==> src/rtl/fetch_unit.sv <==
// Instruction fetch sequencer: fetches one word per instruction, holds it for
// the datapath, and computes the next PC from jump/branch/jr redirects.
module fetch_unit #(
    parameter logic [31:0] RESET_PC = 32'h0000_0000,
    parameter int          XLEN     = 32
) (
    input  logic            clk,
    input  logic            rst_n,
    output logic            imem_req,
    output logic [XLEN-1:0] imem_addr,
    input  logic            imem_ack,
    input  logic [XLEN-1:0] imem_rdata,
    input  logic            imem_err,
    output logic [XLEN-1:0] instr,
    output logic [5:0]      op,
    output logic [5:0]      funct,
    output logic            instr_valid,
    output logic [XLEN-1:0] pc,
    output logic [XLEN-1:0] pc_plus4,
    input  logic            exec_done,
    input  logic [1:0]      branch,
    input  logic            zero,
    input  logic            jump,
    input  logic            jump_reg,
    input  logic [XLEN-1:0] reg_target,
    output logic            halted,
    output logic [XLEN-1:0] retired
);

    typedef enum logic [1:0] {IDLE, FETCH, EXEC, HALT} state_t;

    state_t          state, state_nxt;
    logic            take_fetch;
    logic            take_exec;
    logic            pc_fault;
    logic            br_taken;
    logic [XLEN-1:0] next_pc;

    function automatic logic [XLEN-1:0] branch_target(input logic [XLEN-1:0] base,
                                                      input logic [15:0]     imm);
        logic signed [XLEN-1:0] off;
        off = XLEN'($signed(imm)) <<< 2;
        return base + $unsigned(off);
    endfunction

    function automatic logic [XLEN-1:0] jump_target(input logic [XLEN-1:0] base,
                                                    input logic [XLEN-1:0] word);
        return {base[31:28], word[25:0], 2'b00};
    endfunction

    assign pc_plus4 = pc + XLEN'(4);
    assign br_taken = (branch == 2'b01 && zero) || (branch == 2'b11 && !zero);
    // jr to a non-word-aligned target is a fault rather than a redirect
    assign pc_fault = jump_reg && (reg_target[1:0] != 2'b00);

    always_comb begin
        next_pc = pc_plus4;
        if (jump_reg)
            next_pc = reg_target;
        else if (jump)
            next_pc = jump_target(pc_plus4, instr);
        else if (br_taken)
            next_pc = branch_target(pc_plus4, instr[15:0]);
    end

    always_ff @(posedge clk or negedge rst_n) begin
        if (!rst_n)
            state <= IDLE;
        else
            state <= state_nxt;
    end

    always_comb begin
        state_nxt  = state;
        take_fetch = 1'b0;
        take_exec  = 1'b0;
        case (state)
            IDLE:  state_nxt = FETCH;
            FETCH: begin
                if (imem_ack) begin
                    if (imem_err) begin
                        state_nxt = HALT;
                    end else begin
                        state_nxt  = EXEC;
                        take_fetch = 1'b1;
                    end
                end
            end
            EXEC: begin
                if (exec_done) begin
                    take_exec = 1'b1;
                    state_nxt = pc_fault ? HALT : FETCH;
                end
            end
            HALT:    state_nxt = HALT;
            default: state_nxt = IDLE;
        endcase
    end

    always_ff @(posedge clk or negedge rst_n) begin
        if (!rst_n) begin
            pc      <= RESET_PC;
            instr   <= '0;
            retired <= '0;
        end else begin
            if (take_fetch)
                instr <= imem_rdata;
            if (take_exec) begin
                retired <= retired + XLEN'(1);
                if (!pc_fault)
                    pc <= next_pc;
            end
        end
    end

    assign imem_req    = (state == FETCH);
    assign imem_addr   = pc;
    assign instr_valid = (state == EXEC);
    assign halted      = (state == HALT);
    assign op          = instr[31:26];
    assign funct       = instr[5:0];

endmodule

==> config.mk <==
export PLATFORM = sky130hd
export DESIGN_NAME = fetch_unit
export DESIGN_NICKNAME = d
export VERILOG_FILES = /design/src/rtl/fetch_unit.sv
export SDC_FILE = /design/constraint.sdc
export NUM_CORES = 1
export LEC_CHECK = 0
export CAP_MARGIN = 20
export CELL_PAD_IN_SITES_DETAIL_PLACEMENT = 1
export CELL_PAD_IN_SITES_GLOBAL_PLACEMENT = 2
export CORE_MARGIN = 1
export CORE_UTILIZATION = 28
export CTS_BUF_LIST = sky130_fd_sc_hd__clkbuf_4 sky130_fd_sc_hd__clkbuf_8
export DETAILED_ROUTE_END_ITERATION = 16
export MAX_ROUTING_LAYER = met4
export PLACE_DENSITY = 0.94
export SLEW_MARGIN = 40
export SYNTH_ARGS = -nofsm -noshare
export SYNTH_HDL_FRONTEND = slang
export SYNTH_SLANG_ARGS = --single-unit
==> constraint.sdc <==
create_clock -name clk -period 4.04 [get_ports clk]
set_input_delay 1.01 -clock clk [delete_from_list [all_inputs] [get_ports clk]]
set_output_delay 1.01 -clock clk [all_outputs]
set_load 0.005 [all_outputs]
Yosys cells after proc, flatten, opt, wreduce, memory -nomap -nowiden
Cells that the tools add are included.
{ "op_classes": {"addsub": 3, "eq_ne": 7, "n_mux": 13, "bitwise_logic": 1, "n_reduce_logical": 9} }
{ "ops": {"columns": ["operator", "n"], "rows": [
  ["$mux W32", 3],
  ["$add A32 B1 Y32 const B", 1],
  ["$add A32 B3 Y32 const B", 1],
  ["$add A32 B32 Y32", 1],
  ["$pmux W2 S4", 1],
  ["$eq A2 B2 Y1 const B", 3],
  ["$mux W1", 6],
  ["$mux W2", 3],
  ["$eq A2 B1 Y1 const B", 2],
  ["$ne A2 B1 Y1 const B", 2],
  ["$reduce_and A2 Y1", 2],
  ["$logic_and A1 B1 Y1", 3],
  ["$logic_not A2 Y1", 1],
  ["$reduce_bool A2 Y1", 1],
  ["$logic_not A1 Y1", 1],
  ["$logic_or A1 B1 Y1", 1],
  ["$not A1 Y1", 1]
]} }
{ "totals": {"regBits": 98, "out_inout_bits": 175, "wordCells": 37} }

Depth between registers and ports, before layout
Gate-level depths: netlist of run 1.
{ "depth": {"depth_word": 6, "depth_mapped": 16} }

Worst setup path before layout of run 1
Ideal clock, no wire load.
{ "synth_path": {"path_kind": "register -> register", "start": "register pc[4], in the netlist imem_addr[4]", "end": "register pc[23], in the netlist imem_addr[23]", "arrival_ns": 3.291, "required_time_ns": 3.970, "slack_ns": 0.680, "stages_incl_launch_ff": 15, "period_less_slack_ns": 3.360, "cell_sequence": "dfrtp_1 -> and4_4 -> and3_1 -> nand3_1 -> nor2_1 -> xor2_1 -> ha_1 -> and3_4 -> a221oi_2 -> nor2_1 -> a2111oi_4 -> a21oi_2 -> o21a_1 -> or3_1 -> nand3_1"} }
{ "synth_between": {"elab_chain_cells": 5} }
{ "synth_lines": {"columns": ["item", "line_no", "rtl"], "rows": [
  ["start: declaration", "18", "output logic [XLEN-1:0] pc,"],
  ["start signal: assignment", "111", "pc <= next_pc;"],
  ["$add A32 B3 Y32", "51", "assign pc_plus4 = pc + XLEN'(4);"],
  ["via pc_plus4[15]", "19", "output logic [XLEN-1:0] pc_plus4,"],
  ["$add A32 B32 Y32", "43", "return base + $unsigned(off);"],
  ["$mux W32", "62", "else if (br_taken)"],
  ["$mux W32", "60", "else if (jump)"],
  ["$mux W32", "58", "if (jump_reg)"]
]} }
The timed path passes the listed nets, and every way through them passes these cells.
A chain may end at the register's enable or synchronous reset.

Final worst setup path of run 1
{ "layout_path": {"start": "register pc[9], in the netlist imem_addr[9]", "end": "output pc_plus4[30]"} }
{ "layout_between": {"elab_chain_cells": 1} }
{ "layout_lines": {"columns": ["item", "line_no"], "rows": [
  ["$add A32 B3 Y32", "51"],
  ["end: declaration", "19"]
]} }
Every way passes these cells.

==> impl_metrics.yaml, run 1 <==
yosys:
  synth_area_per_cell_um2: 8.86
  synth-seq-area-share_pct: 32.9
  yosys-top-cells-area: "dfrtp_1, ha_1, xnor2_1, mux2_2, buf_4"
  ys.flop_type: "dfrtp_1"
  synth_top_family_by_area: "compound AO/OA/AOI/OAI gates"
  yosys.area_share.simple_pct: 19.0
  synth_compound_area_share_pct: 19.0
  synth_fa_ha_area_share_pct: 6.64
  netlist_area_mm2: 0.00746
  synth.area.mux_share_pct: 5.50
  synth_xor_area_share_pct: 9.26
  yosys.area.top_type: "dfrtp_1"
  synth_top_area_share_pct: 32.9
  syn_inst: 842
  synthArstFlopShare_pct: 100
  synth_seq_cells: 98
  synth_nets: 955
  synth_edf_count: 0
  yosysWarnings: 0
  yosysUniqueCellTypes: 79
floorplanning:
  io_pins: 249
  rows: 59
  die_w_um: 165
  dieArea_mm2: 0.0273
  start_util_pct: 28.6
  core_mm2: 0.0261
  die_h_um: 165
power:
  ir_drop_uv: 175
  total_leakage_power_nw: 4.43
  powerDensity_mw_per_mm2: 372
  finalPower_w: 0.00389
layout:
  fin_cells: 1398
  final_common_cell: "clkdlybuf4s50_1"
  layout.cells.most_common_list: "clkdlybuf4s50_1, dfrtp_1, nand2_1"
  nFillCells: 3071
  antenna_cells: 0
  final_layout_size_suffix_gt1_share_pct: 12.6
  fin_nets: 1171
  syn_to_final_growth_pct: 40.3
cts:
  cts.clk_slew.worst_paths_ns: 0.12
  root_buffer: "clkbuf_8"
  clockBufferDepth: 2
  cts_buffers: 9
  post_cts_buffers: 0
  worstSkewPairLatency_ns: 0.40
  cts_tree: "built"
  cts_max_level: 3
  cts-hold-fix-buffers: 0
  cts_num_sinks: 98
detailed_routing:
  ant_nets: 0
  dr_total_vias: 7328
  drt_iter0_markers: 373
  wl_um: 29400
  via_per_inst: 5.24
  first_pass_iters: 5
  drcViolationCount: 0
  wl_per_cell_um: 21.1
timing:
  setup_viol: 0
  max_slew.worst_pin.slew_ns: 0.756
  tns_ns: 0
  hold_violations: 0
  finalCriticalPeriod_ns: 3.89
  setup_ws_ns: 0.154
  drv_slew: 0
  clock.fmax_ghz: 0.257
  grt_setup_unrepaired: "no"
  post-route-period-util_pct: 96.2
  relSlewSlack_pct: 49.6
  worst_hold_slack_ns: 0.499
  finClkSkew_ns: 0.0130
placed_design:
  place_ws_ns: 0.206
  dp_cells: 1382
  gp_congestion: 0.870
  io_buffers: 248
  hpwlAfterDp_um: 23300
worst_setup_path:
  crit_buf_inv: 1
  cp.depth: 6
  reg2reg_slack_ns: 0.29
  worstPathArrival_ns: 2.88
  critPathRequiredTime_ns: 3.03
  end_kind: "primary output"
  max_stage_delay_ns: 0.60
  crit_slowest_cell: "clkdlybuf4s50_1"
  cp_max_fo: 7
  critical_path_class: "reg -> out"
  cp_cell_sequence: "and4_1, and4_1, nand3_1, nor3_1, xor2_1, clkdlybuf4s50_1"
  path_delay_family: "simple AND/OR/NAND/NOR gates"
  reg2reg_depth: 13
  start_kind: "register"
  worst_path_most_repeated_cell: "and4_1"
global_routing:
  antenna_found_initial: 0
  grt_pass1_wl_um: 45100
  grt_max_degree: 51
  grt_usage_pct: 22.5
  grt-ovfl-total: 0
  grt_pass1_vias: 7777
hold_path:
  hold_path.class: "reg -> reg"
  hold_depth: 1
run_status:
  status: "completed"
flow_run:
  cap_violations: 0
cell usage after synthesis, types with 7 or more instances:
| library cell | count |
|---|---|
| inv_1 | 19 |
| nor3_1 | 15 |
| ha_1 | 38 |
| or3_1 | 11 |
| xor2_1 | 25 |
| o21a_1 | 8 |
| o21ai_0 | 40 |
| a21o_1 | 14 |
| buf_4 | 47 |
| o211ai_1 | 13 |
| nand2_1 | 87 |
| dfrtp_1 | 98 |
| and3_1 | 23 |
| o21ai_1 | 7 |
| nand4_1 | 10 |
| xnor2_1 | 52 |
| mux2_2 | 32 |
| clkbuf_1 | 24 |
| and2_1 | 9 |
| nand3_1 | 37 |
| a21oi_1 | 60 |
| buf_2 | 7 |
| nor2_1 | 62 |
path summary, 6_finish.rpt:
| check | start | end |
|---|---|---|
| worst max register to register | imem_addr[3] | imem_addr[31] |
| max in group asynchronous | rst_n | imem_addr[5] |
| worst min-delay path | retired[31] | retired[31] |
| worst min register to register | retired[31] | retired[31] |
| min in group asynchronous | rst_n | retired[27] |
| worst max-delay path | imem_addr[9] | pc_plus4[30] |
registers in the layout, indices dropped and copies added, names as in the netlist:
register	count
imem_addr	32
instr	32
retired	32
state	2
metal layers:
metal	global-route usage [%]	routed length [um]	vias to the layer above
li1	-	-	3399
met5	-	0	-
met3	3.77	1540	47
met1	29.4	13300	3658
met2	35.4	13900	224
met4	6.80	699	0
cell families after synthesis:
kind of cell,after synthesis
AO/OA/AOI/OAI,205
adder cells (fa/ha/maj),39
XOR/XNOR,78
AND/OR/NAND/NOR,285
multiplexers,37
buffers and inverters,100
flip-flops,98
power breakdown:
| group | internal, W | total, W | switching [W] |
|---|---|---|---|
| Combinational | 0.000955 | 0.00184 | 0.000884 |
| Clock | 0.000305 | 0.000749 | 0.000443 |
| Sequential | 0.00110 | 0.00131 | 0.000205 |
what timing repair did:
item | CTS | global route
pin swaps | 0 | 0
gates resized for setup | 2 | 16
endpoints found under the setup margin | 3 | 8
layout make-up:
cell class              instances  area [um2]  share of cell area, %
well taps                     335         419                   4.01
clock buffers                   9         124                   1.18
clock inverters                 7        93.8                  0.897
multi-input cells             644        4490                   42.9
repair buffers                286        2800                   26.7
flip-flops and latches         98        2460                   23.5
inverters                      19        71.3                  0.682
stage by stage:
| step | util, % | instance area, um2 |
|---|---|---|
| after floorplan | - | 7460 |
| after global placement | 39.0 | 10200 |
| after detailed placement | 39.1 | 10200 |
| after CTS | 39.9 | 10400 |
| after global routing | 40.1 | 10500 |
| final | 40.1 | 10500 |
Note: power is estimated with default switching activity, not from simulation.
==> inputs of run 2 (changes only) <==
- CORE_MARGIN: 1 -> 4
==> impl_metrics.yaml, run 2 (synthesis gave the netlist of run 1 again) <==
power:
  powerDensity_mw_per_mm2: 373
  switchingPower_w: 0.00152
  combPwrFrac_pct: 48.3
  p_clk_share_pct: 18.3
  ir_drop_uv: 170
  finalPower_w: 0.00387
  internal_power_w: 0.00235
  total_leakage_power_nw: 4.39
  swShare_pct: 39.4
  pwr-share-seq_pct: 33.4
run_status:
  status: "completed"
worst_setup_path:
  critical_path_class: "reg -> out"
  critPathRequiredTime_ns: 3.03
  worstPathArrival_ns: 2.91
  end_kind: "primary output"
  cp_max_fo: 6
  start_kind: "register"
cts:
  cts_max_level: 3
  cts-hold-fix-buffers: 0
  clockBufferDepth: 2
  cts_buffers: 9
  root_buffer: "clkbuf_8"
  cts.clk_slew.worst_paths_ns: 0.12
  cts_tree: "built"
  cts_num_sinks: 98
  worstSkewPairLatency_ns: 0.41
detailed_routing:
  first_pass_iters: 5
  ant_nets: 0
  wl_um: 30600
  via_per_inst: 5.27
  dr_total_vias: 7325
  drcViolationCount: 0
  drt_iter0_markers: 324
  wl_per_cell_um: 22.0
placed_design:
  gp_congestion: 0.907
  place_ws_ns: 0.144
  io_buffers: 248
  hpwlAfterDp_um: 24300
timing:
  setup_ws_ns: 0.119
  hold_violations: 0
  setup_viol: 0
  drv_slew: 0
  relSlewSlack_pct: 58.6
  finClkSkew_ns: 0.0228
  finalCriticalPeriod_ns: 3.92
  post-route-period-util_pct: 97.0
  tns_ns: 0
  clock.fmax_ghz: 0.255
  max_slew.worst_pin.slew_ns: 0.615
floorplanning:
  rows: 59
  core_mm2: 0.0261
  start_util_pct: 28.5
  io_pins: 249
  die_w_um: 171
  die_h_um: 171
  dieArea_mm2: 0.0293
global_routing:
  grt_max_degree: 40
  grt_usage_pct: 21.1
  grt_pass1_vias: 7920
  grt_pass1_wl_um: 46800
  grt-ovfl-total: 0
  antenna_found_initial: 1
hold_path:
  hold_path.class: "reg -> reg"
layout:
  fin_nets: 1164
  layout.cells.most_common_list: "clkdlybuf4s50_1, dfrtp_1, nand2_1"
  final_common_cell: "clkdlybuf4s50_1"
  final_layout_size_suffix_gt1_share_pct: 11.7
  syn_to_final_growth_pct: 39.4
  nFillCells: 3071
flow_run:
  cap_violations: 0
==> run 2: layer usage <==
| metal | GRT usage (%) | wire length (um) | up-vias |
|---|---|---|---|
| met3 | 3.82 | 1680 | 31 |
| met4 | 5.82 | 590 | 0 |
| met2 | 34.5 | 14800 | 226 |
| met1 | 27.1 | 13500 | 3670 |
| li1 | - | - | 3398 |
| met5 | - | 0 | - |
==> run 2: critical path, stage by stage (launching register included) <==
cell and delay, ns:
dfrtp_1 0.45, and4_1 0.28, and4_1 0.28, and2_2 0.26
nand3_2 0.15, xnor2_1 0.44, clkdlybuf4s50_1 0.63
==> run 2: final timing paths <==
path                                     from            end  slack [ns]  depth (start not counted)
worst max-delay path            imem_addr[10]   pc_plus4[25]        0.12                          6
worst min-delay path              retired[31]    retired[31]        0.49                          1
worst max register to register  imem_addr[10]  imem_addr[31]        0.18                         13
worst min register to register    retired[31]    retired[31]        0.49                          1
max in group asynchronous               rst_n   imem_addr[4]        2.94                          2
min in group asynchronous               rst_n    retired[27]        0.51                          1
==> run 2: stage by stage <==
step                cell area [um2]  hold slack [ns]  utilization (%)  std cells
finish                        10400            0.493             39.8       1391
global placement              10100            0.464             38.6       1373
CTS                           10300            0.493             39.5       1390
global route                  10400            0.497             39.8       1391
floorplan                      7460            0.465                -        842
detailed placement            10100            0.476             38.7       1374
==> run 2: area by class of cell <==
class | instances | area (um2) | area share [%]
multi-input combinational | 644 | 4510 | 43.4
antenna | 1 | 2.50 | 0.0241
clock inverter | 6 | 73.8 | 0.710
tap | 335 | 419 | 4.03
inverter | 19 | 71.3 | 0.686
timing repair buffer | 279 | 2740 | 26.3
clock buffer | 9 | 124 | 1.19
sequential | 98 | 2460 | 23.6
==> run 2: timing repair <==
item | CTS | global route
setup buffers | 1 | 0
endpoints found under the setup margin | 3 | 9
pin swaps | 1 | 0
resized for setup | 2 | 14
==> run 2: power by group through the flow <==
| stage | combinational [W] | clock, W | sequential [W] |
|---|---|---|---|
| 2_1_floorplan | 0.000952 | 0 | 0.00127 |
| 3_3_place_gp | 0.00180 | 0 | 0.00130 |
| 3_5_place_dp | 0.00183 | 0 | 0.00131 |
| 4_1_cts | 0.00185 | 0.000722 | 0.00129 |
| 5_1_grt | 0.00203 | 0.000771 | 0.00131 |
| 6_report | 0.00187 | 0.000708 | 0.00129 |
==> inputs of run 3 (changes only) <==
- HOLD_SLACK_MARGIN: not set -> 0.03
==> results of run 3 <==
No change in the layout: final DEF, timing and power equal those of run 2.
